**src/rtl/fifo_axis_egress_if.sv**
```systemverilog
// Interface for fifo_axis_egress: FIFO read port (rd_en/empty/data) and the AXI-Stream master side.
// The master modport is the egress block; the slave modport is the FIFO plus the stream sink.
interface fifo_axis_egress_if;
  localparam int unsigned DATA_W = 32;

  logic              fifo_empty;
  logic [DATA_W-1:0] fifo_rd_data;
  logic              fifo_rd_en;
  logic              m_tvalid;
  logic              m_tready;
  logic [DATA_W-1:0] m_tdata;
  logic              m_tlast;

  modport master (
    input  fifo_empty,
    input  fifo_rd_data,
    input  m_tready,
    output fifo_rd_en,
    output m_tvalid,
    output m_tdata,
    output m_tlast
  );

  modport slave (
    output fifo_empty,
    output fifo_rd_data,
    output m_tready,
    input  fifo_rd_en,
    input  m_tvalid,
    input  m_tdata,
    input  m_tlast
  );
endinterface

```
**src/rtl/fifo_axis_egress.sv**
```systemverilog
// Pops the user FIFO (1-cycle read latency) into a 2-entry skid buffer and drives an AXI-Stream master,
// inserting tlast every PKT_LEN beats. Optional beat/packet counters under FIFO_EGRESS_STATS_EN.
module fifo_axis_egress #(
  parameter int unsigned PKT_LEN = 64,
  parameter int unsigned CNT_W   = 16
) (
  input  logic               clk,
  input  logic               reset,
  input  logic               en,
  fifo_axis_egress_if.master bus,
  output logic               busy
`ifdef FIFO_EGRESS_STATS_EN
  ,
  output logic [31:0]        beat_total,
  output logic [15:0]        pkt_total
`endif
);

  localparam int unsigned       DATA_W    = 32;
  localparam logic [CNT_W-1:0]  LAST_BEAT = CNT_W'(PKT_LEN - 1);

  logic [DATA_W-1:0] head_q, head_d;
  logic [DATA_W-1:0] spare_q, spare_d;
  logic [1:0]        occ_q, occ_d;
  logic              pending_q, pending_d;
  logic [CNT_W-1:0]  cnt_q, cnt_d;
  logic              valid_q, valid_d;
  logic              last_q, last_d;
  logic              busy_q, busy_d;

  logic              hs;
  logic [2:0]        occ_sum;
  logic [1:0]        occ_after_hs;
  logic              rd_en;

  // Words held after this cycle's handshake and capture; pop only while that leaves a free slot.
  assign hs           = valid_q & bus.m_tready;
  assign occ_sum      = 3'(occ_q) + 3'(pending_q) - 3'(hs);
  assign occ_after_hs = occ_q - 2'(hs);
  assign rd_en        = ~reset & en & ~bus.fifo_empty & (occ_sum < 3'd2);

  always_comb begin
    head_d    = head_q;
    spare_d   = spare_q;
    occ_d     = occ_sum[1:0];
    pending_d = rd_en;
    cnt_d     = cnt_q;

    if (hs && (occ_q == 2'd2)) begin
      head_d = spare_q;
    end

    // The word popped last cycle lands in head if head frees up, otherwise behind it.
    if (pending_q) begin
      if (occ_after_hs == 2'd0) begin
        head_d = bus.fifo_rd_data;
      end else begin
        spare_d = bus.fifo_rd_data;
      end
    end

    if (hs) begin
      cnt_d = (cnt_q == LAST_BEAT) ? '0 : cnt_q + CNT_W'(1);
    end

    valid_d = (occ_d != 2'd0);
    last_d  = valid_d & (cnt_d == LAST_BEAT);
    busy_d  = valid_d | pending_d;
  end

  always_ff @(posedge clk) begin
    if (reset) begin
      head_q    <= '0;
      spare_q   <= '0;
      occ_q     <= '0;
      pending_q <= 1'b0;
      cnt_q     <= '0;
      valid_q   <= 1'b0;
      last_q    <= 1'b0;
      busy_q    <= 1'b0;
    end else begin
      head_q    <= head_d;
      spare_q   <= spare_d;
      occ_q     <= occ_d;
      pending_q <= pending_d;
      cnt_q     <= cnt_d;
      valid_q   <= valid_d;
      last_q    <= last_d;
      busy_q    <= busy_d;
    end
  end

  assign bus.fifo_rd_en = rd_en;
  assign bus.m_tvalid   = valid_q;
  assign bus.m_tdata    = head_q;
  assign bus.m_tlast    = last_q;
  assign busy           = busy_q;

`ifdef FIFO_EGRESS_STATS_EN
  logic [31:0] beat_q, beat_d;
  logic [15:0] pkt_q, pkt_d;

  always_comb begin
    beat_d = beat_q + 32'(hs);
    pkt_d  = pkt_q + 16'(hs & last_q);
  end

  always_ff @(posedge clk) begin
    if (reset) begin
      beat_q <= '0;
      pkt_q  <= '0;
    end else begin
      beat_q <= beat_d;
      pkt_q  <= pkt_d;
    end
  end

  assign beat_total = beat_q;
  assign pkt_total  = pkt_q;
`endif

  // A full buffer can never also have a word arriving without one leaving.
  a_no_overflow: assert property (@(posedge clk) disable iff (reset)
    !((occ_q == 2'd2) && pending_q && !hs));

  a_stall_stable: assert property (@(posedge clk) disable iff (reset)
    (valid_q && !bus.m_tready) |=> ($stable(head_q) && $stable(last_q) && valid_q));

endmodule

```
**src/flat_wrapper.sv**
```systemverilog
// flat-port wrapper written by rule: the top's interface ports become plain ports
module fifo_axis_egress_flat 
#(
  parameter int unsigned PKT_LEN = 64,
  parameter int unsigned CNT_W   = 16
)
  (clk, reset, en, busy, bus_fifo_empty, bus_fifo_rd_data, bus_m_tready, bus_fifo_rd_en, bus_m_tvalid, bus_m_tdata, bus_m_tlast);
  fifo_axis_egress_if bus_i ();
  input  logic clk;
  input  logic reset;
  input  logic en;
  output logic busy;
  input wire logic [$bits(bus_i.fifo_empty)-1:0] bus_fifo_empty;
  input wire logic [$bits(bus_i.fifo_rd_data)-1:0] bus_fifo_rd_data;
  input wire logic [$bits(bus_i.m_tready)-1:0] bus_m_tready;
  output wire logic [$bits(bus_i.fifo_rd_en)-1:0] bus_fifo_rd_en;
  output wire logic [$bits(bus_i.m_tvalid)-1:0] bus_m_tvalid;
  output wire logic [$bits(bus_i.m_tdata)-1:0] bus_m_tdata;
  output wire logic [$bits(bus_i.m_tlast)-1:0] bus_m_tlast;
  assign bus_i.fifo_empty = bus_fifo_empty;
  assign bus_i.fifo_rd_data = bus_fifo_rd_data;
  assign bus_i.m_tready = bus_m_tready;
  assign bus_fifo_rd_en = bus_i.fifo_rd_en;
  assign bus_m_tvalid = bus_i.m_tvalid;
  assign bus_m_tdata = bus_i.m_tdata;
  assign bus_m_tlast = bus_i.m_tlast;
  fifo_axis_egress #(.PKT_LEN(PKT_LEN), .CNT_W(CNT_W)) u_core (.clk(clk), .reset(reset), .en(en), .bus(bus_i), .busy(busy));
endmodule
```
**config.mk**
```make
export PLATFORM = sky130hd
export DESIGN_NAME = fifo_axis_egress_flat
export DESIGN_NICKNAME = d
export VERILOG_FILES = /design/src/rtl/fifo_axis_egress_if.sv /design/src/rtl/fifo_axis_egress.sv /design/src/flat_wrapper.sv
export SDC_FILE = /design/constraint.sdc
export NUM_CORES = 1
export LEC_CHECK = 0
export CAP_MARGIN = 20
export CORE_ASPECT_RATIO = 0.7
export CORE_MARGIN = 4
export CORE_UTILIZATION = 28
export DETAILED_ROUTE_END_ITERATION = 10
export HOLD_SLACK_MARGIN = 0.02
export SETUP_SLACK_MARGIN = 0.15
export SLEW_MARGIN = 20
export SYNTH_ARGS = -nofsm -noshare
export SYNTH_HDL_FRONTEND = slang
export SYNTH_SLANG_ARGS = --single-unit
export TNS_END_PERCENT = 20
```
**constraint.sdc**
```tcl
create_clock -name clk -period 3.75 [get_ports clk]
set_input_delay 0.375 -clock clk [delete_from_list [all_inputs] [get_ports clk]]
set_output_delay 0.375 -clock clk [all_outputs]
set_load 0.03 [all_outputs]
```
==> impl_metrics.py <==
metrics = {
    "route": {
        "drt_wl_total_um": 9581,
        "post-route-drc-count": 0,
        "drtAntennaViolNets": 0,
        "drtIter0Drc": 122,
        "vias_per_cell": 4.686,
        "drtPass1Iterations": 4,
        "post_drt_wl_per_cell_um": 13.87,
        "vias": 3238,
    },
    "clocking": {
        "cts_buffers": 9,
        "cts_tree": "done",
        "clock_latency_ps": 330,
        "cts_setup_buffers": 0,
        "cts_resized": 0,
        "holdBufCountCts": 0,
        "cts_sinks": 86,
        "clockRootBuffer": "clkbuf_16",
        "clkTransAtPathRegs_ps": 60,
        "ctsHtreeMaxLevel": 3,
        "clk_path_buf_depth": 2,
    },
    "timing": {
        "setup-tns-final_ps": 0,
        "setup_viol": 0,
        "relSlewSlack": 0.5398,
        "rsz0062_at_grt": "false",
        "hold_viol_final": 0,
        "skew_ps": 5.288,
        "slew_violations": 0,
        "worst_pin_slew_ps": 690.3,
        "fmax_mhz": 322.1,
        "setup_ws_ps": 645.5,
        "period_minus_slack_ps": 3104,
        "period_share": 0.8279,
    },
    "synthesis": {
        "synth_ff_type": "dfxtp_1",
        "yosysWarnings": 0,
        "synth_edf_count": 0,
        "synth.yosys.seq_area_share": 0.4544,
        "syn_area_mm2": 0.003789,
        "synth_cells": 444,
        "synthDominantCellAreaShare": 0.4544,
        "synth.avg_cell_area_um2": 8.533,
        "synth_nets": 486,
        "synth-seq-cells": 86,
        "synth_top_cell_by_area": "dfxtp_1",
        "yosys-top-cells-area": "dfxtp_1, mux2i_1, nand2_1",
        "synth-async-reset-ratio": 0,
        "ys_types": 43,
    },
    "placement": {
        "dpl.hpwl_um": 6590,
        "globalplace.congestion": 0.8339,
        "post-place-ws_ps": 632.4,
        "port-buffer-count": 72,
    },
    "critical_path": {
        "critPathKind": "in2out",
        "cp.arrival_ps": 2730,
        "ff2ff_setup_slack_ps": 1180,
        "critPathRequiredTime_ps": 3380,
        "startpoint_type": "input port",
        "r2r-start": "u_core.bus.m_tvalid",
        "endpoint_kind": "primary output",
        "critPathMaxFanout": 6,
        "r2r-end": "u_core.bus.m_tlast",
        "r2r_cells": 11,
    },
    "hold_path": {
        "hp-start": "u_core.spare_q[6]",
        "holdPathEnd": "u_core.spare_q[6]",
        "worst_hold_path_type": "reg2reg",
        "hold_depth": 2,
    },
    "power_and_ir_drop": {
        "leakagePower_nw": 1.921,
        "powerDensity_mw_per_mm2": 544.4,
        "ir_worst_vdd_v": 0.0002929,
    },
    "layout": {
        "num_antenna_cells": 0,
        "num-fill-cells": 1318,
        "final_nets": 544,
        "syn2layout_area_growth_pct": 32.20,
        "drive_gt1_frac": 0.06719,
    },
    "global_routing": {
        "antenna_found_initial": 0,
        "grt_max_degree": 42,
        "grt_usage": 0.1280,
        "grt_pass1_wl_um": 16190,
        "overflow": 0,
        "grt_pass1_vias": 3155,
    },
    "flow_run": {
        "maxCapViolations": 0,
    },
    "die": {
        "die_width_um": 147.0,
        "placementRows": 35,
        "coreArea_mm2": 0.01318,
        "fp.dieH_um": 105.3,
        "dieArea_mm2": 0.01549,
        "initial_utilization": 0.2874,
        "io_pins": 73,
    },
    "outcome": {
        "status": "completed",
    },
}
==> state kept, by name, summed over array words and instances, names as in the netlist <==
register             count
u_core.cnt_q            16
u_core.bus.m_tlast       1
u_core.bus.m_tvalid      1
u_core.bus.m_tdata      32
u_core.spare_q          32
u_core.occ_q             2
u_core.pending_q         1
u_core.busy              1
==> synthesized netlist by cell type (2+ instances only) <==
master	count
dfxtp_1	86
nand2_1	78
nor2_1	58
a21oi_1	36
a211oi_1	34
mux2i_1	34
clkbuf_1	22
xnor2_1	12
buf_2	7
inv_1	7
nand3_1	7
nor4_1	7
buf_1	4
ha_1	4
nand4_1	4
nor2b_1	4
and3_2	3
nor3b_1	3
xor2_1	3
a31oi_1	2
and3_1	2
and4_1	2
nand2b_1	2
nor3_1	2
o21ai_0	2
or2_2	2
==> worst max-delay path, stage by stage <==
cell,delay [ps]
clkdlybuf4s50_1,510
nand2_1,120
inv_1,80
ha_1,320
inv_1,50
ha_1,180
fa_1,490
nor4_1,310
buf_4,170
buf_12,110
==> kinds of logic (layout without fill, tap and decap cells) <==
| group | count (synthesis) | in the layout | share of synthesized area |
|---|---|---|---|
| AO/OA/AOI/OAI | 82 | 82 | 0.1423 |
| XOR/XNOR | 15 | 15 | 0.03468 |
| adder cells (fa/ha/maj) | 5 | 5 | 0.01849 |
| buffers and inverters | 40 | 102 | 0.04194 |
| flip-flops | 86 | 86 | 0.4544 |
| multiplexers | 34 | 34 | 0.08983 |
| AND/OR/NAND/NOR | 182 | 182 | 0.2183 |
==> final cells by class <==
class | count | area, µm² | share of cell area
clock buffer | 11 | 232.7 | 0.04647
clock inverter | 4 | 72.57 | 0.01449
inverter | 7 | 26.28 | 0.005246
multi-input combinational | 318 | 1913 | 0.3820
sequential | 86 | 1722 | 0.3437
tap | 185 | 231.5 | 0.04622
timing repair buffer | 80 | 810.8 | 0.1619
==> metrics by stage <==
step,cell area [µm²],cells,hold WS [ps],power (mW),utilization
after global placement,4703,676,440.9,1.813,0.3568
after CTS,5009,691,456.7,2.774,0.3800
after floorplan,3789,444,435.7,1.526,-
after detailed placement,4703,676,447.7,1.823,0.3568
final,5009,691,453.4,2.727,0.3800
after global routing,5009,691,475.9,2.888,0.3800
==> routing by layer <==
layer | part of all wire | vias up | track usage
met2 | 0.42 | 89 | 0.1893
met3 | 0.051 | 6 | 0.03911
met4 | 0.0097 | 0 | 0.03391
li1 | - | 1646 | -
met1 | 0.52 | 1497 | 0.1806
met5 | 0 | - | 0
==> worst max path at each step <==
stage	startpoint	end	cells after the start
6_report	bus_m_tready	bus_fifo_rd_en	10
3_5_place_dp	bus_m_tready	u_core.bus.m_tlast	12
4_1_cts	bus_m_tready	bus_fifo_rd_en	10
2_1_floorplan	u_core.bus.m_tvalid	bus_fifo_rd_en	8
3_3_place_gp	bus_m_tready	bus_fifo_rd_en	10
5_1_grt	bus_m_tready	bus_fifo_rd_en	10
==> cells in the final DEF (no fill, tap or decap), drive strengths merged, types with 5 or more instances in the layout <==
cell           instances
buf                   10
nor2                  58
xnor2                 12
inv                    7
and3                   5
mux2i                 34
nor4                   7
clkdlybuf4s50         70
a21oi                 36
nand3                  8
nand2                 78
dfxtp                 86
clkbuf                11
a211oi                34
==> power by group <==
part / internal [mW] / leakage (nW) / switching [mW]
registers: 1.02 / 0.696 / 0.0671
logic: 0.305 / 1.08 / 0.408
clock network: 0.579 / 0.146 / 0.347
Note: power is estimated with default switching activity, not from simulation.
